==> config.mk <==
export PLATFORM = sky130hd
export DESIGN_NAME = pe_dispatcher
export DESIGN_NICKNAME = d
export VERILOG_FILES = /design/src/rtl/qr_pkg.sv /design/src/rtl/pe_result_fifo.sv /design/src/rtl/pe_dispatcher.sv
export SDC_FILE = /design/constraint.sdc
export NUM_CORES = 1
export LEC_CHECK = 0
export ABC_AREA = 1
export CELL_PAD_IN_SITES_DETAIL_PLACEMENT = 1
export CELL_PAD_IN_SITES_GLOBAL_PLACEMENT = 2
export CORE_MARGIN = 1
export CORE_UTILIZATION = 27
export CTS_CLUSTER_SIZE = 12
export DETAILED_ROUTE_END_ITERATION = 8
export HOLD_SLACK_MARGIN = 0.15
export MAX_ROUTING_LAYER = met4
export PLACE_DENSITY = 0.81
export RECOVER_POWER = 100
export SLEW_MARGIN = 15
export SYNTH_ARGS = -nofsm -noshare
export SYNTH_HDL_FRONTEND = slang
export SYNTH_SLANG_ARGS = --single-unit
==> constraint.sdc <==
create_clock -name i_clk -period 2.2 [get_ports i_clk]
set_clock_uncertainty 0.1 [all_clocks]
set_input_delay 0.22 -clock i_clk [delete_from_list [all_inputs] [get_ports i_clk]]
set_output_delay 0.22 -clock i_clk [all_outputs]
set_load 0.05 [all_outputs]
==> src/rtl/qr_pkg.sv <==
// Shared constants and types for the QR-decomposition PE issue path:
// mode encodings, dispatcher state encoding and the default result bundle.
package qr_pkg;

    localparam int DEF_DATA_W = 12;

    localparam logic M_VECTORING = 1'b1;
    localparam logic M_ROTATION  = 1'b0;

    typedef enum logic [1:0] {
        ST_IDLE = 2'd0,
        ST_TRIG = 2'd1,
        ST_BUSY = 2'd2
    } state_e;

    typedef struct packed {
        logic [DEF_DATA_W-1:0] real_x;
        logic [DEF_DATA_W-1:0] imag_x;
        logic [DEF_DATA_W-1:0] real_y;
        logic [DEF_DATA_W-1:0] imag_y;
        logic                  mode_x;
        logic                  mode_y;
    } result_t;

endpackage

==> src/rtl/pe_result_fifo.sv <==
// Two-entry in-order result buffer. A push into a full buffer and a pop from
// an empty one are both dropped, so the occupancy count can never wrap.
module pe_result_fifo
    import qr_pkg::*;
#(
    parameter type entry_t = result_t
) (
    input  logic       i_clk,
    input  logic       i_rst_n,
    input  logic       i_push,
    input  entry_t     i_push_data,
    input  logic       i_pop,
    output entry_t     o_head,
    output logic       o_valid,
    output logic [1:0] o_count
);

    localparam int DEPTH = 2;

    entry_t     mem_q [DEPTH];
    entry_t     mem_d [DEPTH];
    logic       wr_q, wr_d;
    logic       rd_q, rd_d;
    logic [1:0] count_q, count_d;
    logic       do_push, do_pop;

    // NOTE: every variable assigned in an always_comb gets a default first, so no path leaves it unassigned and no latch is inferred.
    always_comb begin
        do_push = i_push && (count_q != 2'(DEPTH));
        do_pop  = i_pop && (count_q != 2'd0);
        mem_d   = mem_q;
        if (do_push) begin
            mem_d[wr_q] = i_push_data;
        end
        wr_d    = wr_q ^ do_push;
        rd_d    = rd_q ^ do_pop;
        count_d = count_q + 2'(do_push) - 2'(do_pop);
    end

    // NOTE: state is updated with non-blocking assignments so every flop samples values from before the clock edge.
    always_ff @(posedge i_clk or negedge i_rst_n) begin
        if (!i_rst_n) begin
            // NOTE: the storage is reset too, because the head is visible on the output ports and must read 0 after reset.
            for (int i = 0; i < DEPTH; i++) begin
                mem_q[i] <= '0;
            end
            wr_q    <= 1'b0;
            rd_q    <= 1'b0;
            count_q <= 2'd0;
        end else begin
            mem_q   <= mem_d;
            wr_q    <= wr_d;
            rd_q    <= rd_d;
            count_q <= count_d;
        end
    end

    assign o_head  = mem_q[rd_q];
    assign o_valid = (count_q != 2'd0);
    assign o_count = count_q;

endmodule

==> src/rtl/pe_dispatcher.sv <==
// Issue-side controller for one QR PE: accepts an operand bundle, triggers the
// PE, waits for finish (with a watchdog) and buffers results for downstream.
module pe_dispatcher
    import qr_pkg::*;
#(
    parameter int DATA_W  = DEF_DATA_W,
    parameter int TIMEOUT = 64,
    parameter int CNT_W   = 16
) (
    input  logic              i_clk,
    input  logic              i_rst_n,
    input  logic              i_in_valid,
    output logic              o_in_ready,
    input  logic [DATA_W-1:0] i_in_real_x,
    input  logic [DATA_W-1:0] i_in_imag_x,
    input  logic [DATA_W-1:0] i_in_real_y,
    input  logic [DATA_W-1:0] i_in_imag_y,
    input  logic              i_in_mode_x,
    input  logic              i_in_mode_y,
    output logic              o_pe_trig,
    output logic [DATA_W-1:0] o_pe_real_x,
    output logic [DATA_W-1:0] o_pe_imag_x,
    output logic [DATA_W-1:0] o_pe_real_y,
    output logic [DATA_W-1:0] o_pe_imag_y,
    output logic              o_pe_mode_x,
    output logic              o_pe_mode_y,
    input  logic              i_pe_finish,
    input  logic [DATA_W-1:0] i_pe_real_x,
    input  logic [DATA_W-1:0] i_pe_imag_x,
    input  logic [DATA_W-1:0] i_pe_real_y,
    input  logic [DATA_W-1:0] i_pe_imag_y,
    input  logic              i_pe_mode_x,
    input  logic              i_pe_mode_y,
    output logic              o_out_valid,
    input  logic              i_out_ready,
    output logic [DATA_W-1:0] o_out_real_x,
    output logic [DATA_W-1:0] o_out_imag_x,
    output logic [DATA_W-1:0] o_out_real_y,
    output logic [DATA_W-1:0] o_out_imag_y,
    output logic              o_out_mode_x,
    output logic              o_out_mode_y,
    output logic              o_busy,
    output logic              o_err,
    input  logic              i_err_clr,
    output logic [CNT_W-1:0]  o_done_cnt
);

    localparam int WD_W = $clog2(TIMEOUT);

    // Same shape as qr_pkg::result_t, but sized by this instance's DATA_W.
    typedef struct packed {
        logic [DATA_W-1:0] real_x;
        logic [DATA_W-1:0] imag_x;
        logic [DATA_W-1:0] real_y;
        logic [DATA_W-1:0] imag_y;
        logic              mode_x;
        logic              mode_y;
    } bundle_t;

    state_e           state_q, state_d;
    bundle_t          op_q, op_d;
    logic [WD_W-1:0]  wd_q, wd_d;
    logic             err_q, err_d;
    logic [CNT_W-1:0] cnt_q, cnt_d;

    logic    accept, finish_ok, timeout;
    bundle_t pe_result, fifo_head;
    logic    fifo_valid;
    logic    fifo_pop;
    logic [1:0] fifo_count;

    assign accept    = i_in_valid && o_in_ready;
    assign finish_ok = (state_q == ST_BUSY) && i_pe_finish;
    // Finish beats the watchdog when both land in the same cycle.
    assign timeout   = (state_q == ST_BUSY) && !i_pe_finish && (wd_q == WD_W'(TIMEOUT - 1));

    always_ff @(posedge i_clk or negedge i_rst_n) begin
        if (!i_rst_n) begin
            state_q <= ST_IDLE;
        end else begin
            state_q <= state_d;
        end
    end

    always_comb begin
        state_d = state_q;
        case (state_q)
            ST_IDLE: if (accept) state_d = ST_TRIG;
            ST_TRIG: state_d = ST_BUSY;
            ST_BUSY: if (finish_ok || timeout) state_d = ST_IDLE;
            default: state_d = ST_IDLE;
        endcase
    end

    always_comb begin
        o_pe_trig  = (state_q == ST_TRIG);
        o_busy     = (state_q != ST_IDLE);
        o_in_ready = (state_q == ST_IDLE) && (fifo_count < 2'd2);
    end

    always_comb begin
        op_d = op_q;
        if (accept) begin
            op_d = '{real_x: i_in_real_x, imag_x: i_in_imag_x,
                     real_y: i_in_real_y, imag_y: i_in_imag_y,
                     mode_x: i_in_mode_x, mode_y: i_in_mode_y};
        end

        wd_d = wd_q;
        if (state_q == ST_TRIG) begin
            wd_d = '0;
        end else if (state_q == ST_BUSY) begin
            wd_d = wd_q + WD_W'(1);
        end

        err_d = err_q;
        if (timeout) begin
            err_d = 1'b1;
        end else if (i_err_clr) begin
            err_d = 1'b0;
        end

        cnt_d = finish_ok ? cnt_q + CNT_W'(1) : cnt_q;
    end

    always_ff @(posedge i_clk or negedge i_rst_n) begin
        if (!i_rst_n) begin
            op_q  <= '0;
            wd_q  <= '0;
            err_q <= 1'b0;
            cnt_q <= '0;
        end else begin
            op_q  <= op_d;
            wd_q  <= wd_d;
            err_q <= err_d;
            cnt_q <= cnt_d;
        end
    end

    assign pe_result = '{real_x: i_pe_real_x, imag_x: i_pe_imag_x,
                         real_y: i_pe_real_y, imag_y: i_pe_imag_y,
                         mode_x: i_pe_mode_x, mode_y: i_pe_mode_y};
    assign fifo_pop  = fifo_valid && i_out_ready;

    pe_result_fifo #(
        .entry_t (bundle_t)
    ) u_fifo (
        .i_clk       (i_clk),
        .i_rst_n     (i_rst_n),
        .i_push      (finish_ok),
        .i_push_data (pe_result),
        .i_pop       (fifo_pop),
        .o_head      (fifo_head),
        .o_valid     (fifo_valid),
        .o_count     (fifo_count)
    );

    assign o_pe_real_x  = op_q.real_x;
    assign o_pe_imag_x  = op_q.imag_x;
    assign o_pe_real_y  = op_q.real_y;
    assign o_pe_imag_y  = op_q.imag_y;
    assign o_pe_mode_x  = op_q.mode_x;
    assign o_pe_mode_y  = op_q.mode_y;

    assign o_out_valid  = fifo_valid;
    assign o_out_real_x = fifo_head.real_x;
    assign o_out_imag_x = fifo_head.imag_x;
    assign o_out_real_y = fifo_head.real_y;
    assign o_out_imag_y = fifo_head.imag_y;
    assign o_out_mode_x = fifo_head.mode_x;
    assign o_out_mode_y = fifo_head.mode_y;

    assign o_err      = err_q;
    assign o_done_cnt = cnt_q;

endmodule

==> flow_summary_export.csv, run 1 <==
group,metric,value,unit
worst_setup_path,critPathSlowestCell,"clkdlybuf4s50_1",
worst_setup_path,end_kind,"output pin",
worst_hold_path,min_to,"o_err",
logic_synthesis,ys_seq_elements,179,
sta,finalCritPeriodShare,95.2,%
logic_synthesis,synth-warning-count,0,
detailed_routing,wl_per_cell,15.3,um
sta,rsz0062_at_grt,"no",
detailed_routing,via_per_inst,4.33,
grt,grt_pass1_vias,6491,
grt,grt.total_usage,15.0,%
sta,whs,0.273,ns
detailed_routing,initialDrtViolationCount,220,
worst_hold_path,hp-start,"i_err_clr",
cts,clk_latency,0.42,ns
pwr,total_power,0.0201,W
sta,setup_violations,0,
worst_setup_path,path_cells,"clkdlybuf4s50_1",
final_layout,fin_nets,1060,
placement,gp_congestion,0.748,
floorplan,core.rowCount,62,
worst_setup_path,cp_max_fo,6,
detailed_routing,ant_nets,0,
placement,io_buffers,226,
worst_setup_path,cp_num_buf_inv,1,
worst_setup_path,rr_startpoint,"state_q[0]",
grt,grt_pass1_wl,34400,um
cts,htreeDepth,4,
logic_synthesis,syn_nets,831,
sta,finalHoldViolations,0,
final_layout,fillCellCount,3171,
logic_synthesis,syn_area_per_cell,11.0,um^2
sta,final_max_slew_viol_count,0,
logic_synthesis,ys_types,28,
detailed_routing,firstDrtPassIters,4,
detailed_routing,drt_wl_total,20600,um
sta,worst_slew_pin_slew,1.17,ns
placement,dp_hpwl,14900,um
logic_synthesis,synthCells,715,
worst_setup_path,slowest_delay,0.86,ns
cts,cts.clk_slew.worst_paths,0.07,ns
cts,tritoncts,"built",
worst_setup_path,rr_endpoint,"u_fifo.mem_q[29]",
detailed_routing,vias,5821,
sta,max_slew_margin,21.9,%
final_layout,drive_gt1_share,15.7,%
sta,finalSetupTns,0,ns
cts,cts_setup_buffers,0,
floorplan,start_util,27.4,%
worst_setup_path,critical_path_required,1.88,ns
floorplan,die_area,0.0299,mm^2
placement,placed_cells,1308,
logic_synthesis,netlist_area,0.00788,mm^2
floorplan,core_area,0.0287,mm^2
worst_hold_path,hold_path_class,"primary input to flip-flop",
sta,finalCriticalPeriod,2.09,ns
detailed_routing,post-route-drc-count,0,
sta,fmax,0.477,GHz
worst_hold_path,hold-path-cell-count,2,
worst_setup_path,critical_path_class,"flip-flop to output pin",
status,status,"finished clean",
grt,antenna_found_initial,2,
worst_setup_path,rrSetupSlack,0.16,ns
worst_setup_path,arrival,1.77,ns
cts,cts_root_buf,"clkbuf_16",
final_layout,stdcell_count,1343,
floorplan,die_w,173,um
worst_setup_path,reg2reg_depth,7,
cts,clock-sinks,179,
pwr,power_leakage,5.17,nW
grt,grt_max_degree,77,
floorplan,die_h,173,um
floorplan,num_io_pins,227,
grt,grt_overflow,0,
worst_setup_path,cp_top_family,"buffers and inverters",
pwr,vdd_drop_max,0.000745,V
logic_synthesis,seq_area_frac_synth,56.9,%
run,cap_violations,0,
worst_setup_path,start_kind,"flip-flop",
cts,max-clock-path-buffers,2,
final_layout,area_delta_synth_final,43.7,%
cts,cts-buffers-inserted,17,
pwr,power_density,1780,mW/mm^2
## registers in the layout (all words and copies together) (netlist names), 2 cells and up
signal and flops:
o_pe_imag_x 12, state_q 2, u_fifo.o_count 2, wd_q 6, o_pe_imag_y 12, o_pe_real_y 12
o_done_cnt 16, u_fifo.mem_q 100, o_pe_real_x 12
## metal layers
layer  vias up  part of all wire, %  GRT usage (%)  wire (um)
li1       2766                    -              -          -
met5         -                    0              -          0
met2       171                   46           23.0       9500
met4         0                 0.94           3.76        194
met3        13                  7.9           5.72       1620
met1      2871                   45           18.5       9280
## power by group
group | internal, W | switching [W]
logic | 0.00411 | 0.00710
clock network | 0.00197 | 0.00139
registers | 0.00482 | 0.000750
## how the worst max path moves through the flow
stage | startpoint | endpoint | cells after the start
3_3_place_gp | i_pe_finish | u_fifo.mem_q[31] | 6
6_report | o_done_cnt[5] | o_done_cnt[5] | 1
5_1_grt | state_q[0] | o_done_cnt[15] | 10
2_1_floorplan | u_fifo.rd_q | o_out_imag_x[0] | 3
4_1_cts | o_done_cnt[5] | o_done_cnt[5] | 1
3_5_place_dp | i_pe_finish | u_fifo.mem_q[29] | 6
## synth_stat cells (all sizes together)
cell type    n  area (um^2)
buf         16          150
clkbuf      18         68.8
nor3         4         20.0
nor2        16         75.1
nand4        4         25.0
o22ai        1         6.26
xor2         7         61.3
nand3b       1         7.51
ha          10          125
o21a         1         7.51
inv         83          312
dfrtp      179         4480
or2          1         6.26
xnor2        4         35.0
o21ai      105          526
a21oi        7         35.0
nand2      147          571
nand3       10         50.1
and3         1         6.26
mux2       100         1310
## layout by cell type (no fill, tap or decap), drive strengths merged
master	synthesis	final
ha	10	10
clkbuf	18	41
dlymetal6s2s	0	11
clkinvlp	0	2
a21oi	7	7
nand2	147	147
dlygate4sd3	0	62
dlygate4sd2	0	1
buf	16	38
nor2	16	16
dfrtp	179	179
o21a	1	1
and3	1	1
o22ai	1	1
diode	0	2
inv	83	89
o21ai	105	105
xnor2	4	4
clkdlybuf4s50	0	110
xor2	7	7
or2	1	1
clkdlybuf4s15	0	1
nor3	4	4
bufinv	0	4
nand3b	1	1
nand4	4	4
mux2	100	100
nand3	10	10
## stage by stage
step | util, % | instance area, um^2 | setup WS (ns)
finish | 39.4 | 11300 | 0.106
global route | 39.4 | 11300 | 0.0192
CTS | 40.7 | 11700 | 0.0808
detailed placement | 38.4 | 11000 | 0.0948
global placement | 38.4 | 11000 | 0.135
floorplan | - | 7880 | 0.0835
## logic make-up (layout without fill, tap and decap cells)
logic type	after synthesis	count (layout)	synth area share, %
other cells	0	2	0
flops	179	179	56.9
buf+inv	117	359	6.74
mux	100	100	16.6
simple gates	184	184	9.66
fa+ha+maj	10	10	1.59
compound gates	114	114	7.29
xor+xnor	11	11	1.22
## cell type report
cell class	count	area [um^2]	share of cell area, %
clock buffer	20	447	3.95
antenna	2	5.00	0.0442
multi-input combinational	419	2730	24.1
sequential	179	4480	39.6
tap	384	480	4.25
timing repair buffer	244	2680	23.6
clock inverter	12	190	1.68
inverter	83	312	2.75
## repair_timing
| action | in CTS | in global routing |
|---|---|---|
| endpoints found under the setup margin | 1 | 0 |
| endpoints found under the hold margin | 179 | 0 |
| gates resized for setup | 1 | 0 |
| hold buffers | 1 | 0 |
Note: power is estimated with default switching activity, not from simulation.
==> run 2: changes to the inputs <==
--- a/config.mk
+++ b/config.mk
@@ -8,13 +8,14 @@
 export ABC_AREA = 1
 export CELL_PAD_IN_SITES_DETAIL_PLACEMENT = 1
 export CELL_PAD_IN_SITES_GLOBAL_PLACEMENT = 2
+export CORE_ASPECT_RATIO = 0.5
 export CORE_MARGIN = 1
 export CORE_UTILIZATION = 27
 export CTS_CLUSTER_SIZE = 12
 export DETAILED_ROUTE_END_ITERATION = 8
 export HOLD_SLACK_MARGIN = 0.15
 export MAX_ROUTING_LAYER = met4
-export PLACE_DENSITY = 0.81
+export PLACE_DENSITY = 0.84
 export RECOVER_POWER = 100
 export SLEW_MARGIN = 15
 export SYNTH_ARGS = -nofsm -noshare
==> run 2 against run 1 <==
Sequential power about the same. Core utilization increased by 0.19 points. Largest power group unchanged. Sequential share of layout area increased by 0.53 points. Sequential cell count unchanged. Highest routed layer unchanged. Worst setup slack got worse by 0.037 ns.
==> flow_summary_export.csv, run 2 (synthesized netlist as in run 1, its figures left out) <==
group,metric,value,unit
worst_setup_path,reg2reg_depth,7,
worst_setup_path,rr_startpoint,"state_q[0]",
cts,clk_latency,0.44,ns
cts,cts_root_buf,"clkbuf_16",
grt,antenna_found_initial,0,
detailed_routing,initialDrtViolationCount,284,
worst_setup_path,end_kind,"output pin",
detailed_routing,wl_per_cell,16.0,um
pwr,internal_power,0.0104,W
worst_setup_path,slowest_delay,0.43,ns
worst_setup_path,start_kind,"flip-flop",
placement,io_buffers,226,
final_layout,final_cell_mix,"dfrtp_1, nand2_1, clkdlybuf4s50_1, o21ai_0, inv_1",
run,cap_violations,0,
placement,dp_hpwl,15500,um
grt,grt_pass1_wl,35100,um
sta,max_slew_margin,15.2,%
floorplan,die_w,244,um
status,status,"finished clean",
cts,cts.clk_slew.worst_paths,0.07,ns
final_layout,drive_gt1_share,14.0,%
detailed_routing,drt_wl_total,21400,um
sta,fmax,0.469,GHz
worst_hold_path,min_to,"u_fifo.mem_q[90]",
worst_hold_path,hold_path_class,"primary input to flip-flop",
pwr,pwr-share-seq,28.4,%
grt,grt_max_degree,63,
final_layout,fin_area,0.0112,mm^2
detailed_routing,vias,5828,
detailed_routing,firstDrtPassIters,4,
worst_hold_path,hold-path-cell-count,3,
worst_setup_path,crit_start,"u_fifo.rd_q",
worst_setup_path,cp_max_fo,62,
floorplan,core_area,0.0282,mm^2
placement,placed_cells,1301,
final_layout,stdcell_count,1336,
sta,rsz0062_at_grt,"no",
final_layout,fin_nets,1056,
pwr,switchingPower,0.00922,W
cts,max-clock-path-buffers,2,
floorplan,die_h,123,um
floorplan,die_area,0.0299,mm^2
pwr,power_density,1760,mW/mm^2
worst_setup_path,path_cells,"buf_12 -> o21ai_0 -> clkdlybuf4s15_2",
cts,cts_setup_buffers,0,
sta,finalHoldViolations,0,
sta,finalCritPeriodShare,96.9,%
pwr,sw_frac_of_total,47.0,%
grt,grt.total_usage,15.5,%
sta,final_max_slew_viol_count,0,
placement,placed_cell_area,0.0111,mm^2
worst_setup_path,cp_top_family,"buffers and inverters",
worst_setup_path,critical_path_class,"flip-flop to output pin",
sta,worst_slew_pin_slew,1.27,ns
final_layout,final_common_cell,"dfrtp_1",
worst_setup_path,cp_num_buf_inv,2,
sta,setup_violations,0,
worst_setup_path,rr_endpoint,"u_fifo.mem_q[3]",
detailed_routing,ant_nets,0,
cts,htreeDepth,4,
placement,gp_congestion,0.752,
sta,finalSetupTns,0,ns
final_layout,area_delta_synth_final,41.8,%
final_layout,largest_reg_flops,100,
worst_setup_path,critPathSlowestCell,"dfrtp_2",
final_layout,largest_register,"u_fifo.mem_q",
sta,finalCriticalPeriod,2.13,ns
pwr,pwr-share-clk,15.8,%
floorplan,num_io_pins,227,
grt,grt_overflow,0,
worst_setup_path,rrSetupSlack,0.14,ns
detailed_routing,post-route-drc-count,0,
pwr,vdd_drop_max,0.000592,V
floorplan,core.rowCount,43,
grt,grt_pass1_vias,6462,
worst_setup_path,critical_path_required,1.88,ns
worst_setup_path,arrival,1.81,ns
floorplan,start_util,27.9,%
pwr,power_leakage,5.11,nW
cts,cts-buffers-inserted,17,
pwr,total_power,0.0196,W
worst_hold_path,hp-start,"i_pe_real_x[2]",
pwr,p_comb_share,55.8,%
cts,tritoncts,"built",
detailed_routing,via_per_inst,4.36,
cts,clock-sinks,179,
-- run 2: area by class of cell --
cell class	instances	area, um^2
sequential	179	4480
antenna	1	2.50
tap	382	478
timing repair buffer	240	2610
inverter	83	312
clock buffer	21	470
fill	3165	17000
clock inverter	11	128
multi-input combinational	419	2690
-- run 2: how the worst max path moves through the flow --
stage | endpoint | slack (ns) | depth (start not counted)
global route | u_fifo.mem_q[17] | 0.003 | 7
CTS | o_out_imag_y[4] | 0.04 | 3
finish | o_out_imag_x[1] | 0.07 | 3
detailed placement | u_fifo.mem_q[19] | 0.12 | 7
global placement | u_fifo.mem_q[17] | 0.16 | 6
floorplan | o_out_imag_x[0] | 0.08 | 3
-- run 2: what timing repair did --
action                                  in CTS  in global routing
endpoints found under the hold margin      179                  0
endpoints found under the setup margin       1                  1
gates resized for setup                      1                  1
hold buffers                                 2                  0
-- run 2: worst reg2reg max path, stage by stage, from the launching register on --
cell and delay, ns:
dfrtp_1 0.41, inv_1 0.13, ha_1 0.20, nand2_2 0.07, a21oi_1 0.19, ha_2 0.28
buf_12 0.20, mux2_2 0.38
-- run 2: per-stage QoR --
stage / worst slack, ns / hold slack, ns / utilization, %
6_report: 0.0684 / 0.260 / 39.6
5_1_grt: 0.00346 / 0.259 / 39.6
4_1_cts: 0.0396 / 0.229 / 41.5
3_5_place_dp: 0.122 / 0.0588 / 39.3
3_3_place_gp: 0.160 / 0.0513 / 39.3
2_1_floorplan: 0.0835 / -0.176 / -
-- run 2: power by group through the flow --
stage          Clock, W  Sequential, W  Combinational (W)
2_1_floorplan         0        0.00728            0.00573
3_5_place_dp          0        0.00568             0.0130
3_3_place_gp          0        0.00557             0.0127
6_report        0.00310        0.00557             0.0109
5_1_grt         0.00334        0.00578             0.0116
4_1_cts         0.00321        0.00564             0.0131
-- run 2: layer usage --
layer / vias to the layer above / GRT usage (%) / wire, um
li1: 2758 / - / -
met1: 2972 / 17.2 / 8490
met2: 72 / 28.0 / 12000
met3: 26 / 3.48 / 534
met4: 0 / 5.00 / 403
met5: - / - / 0
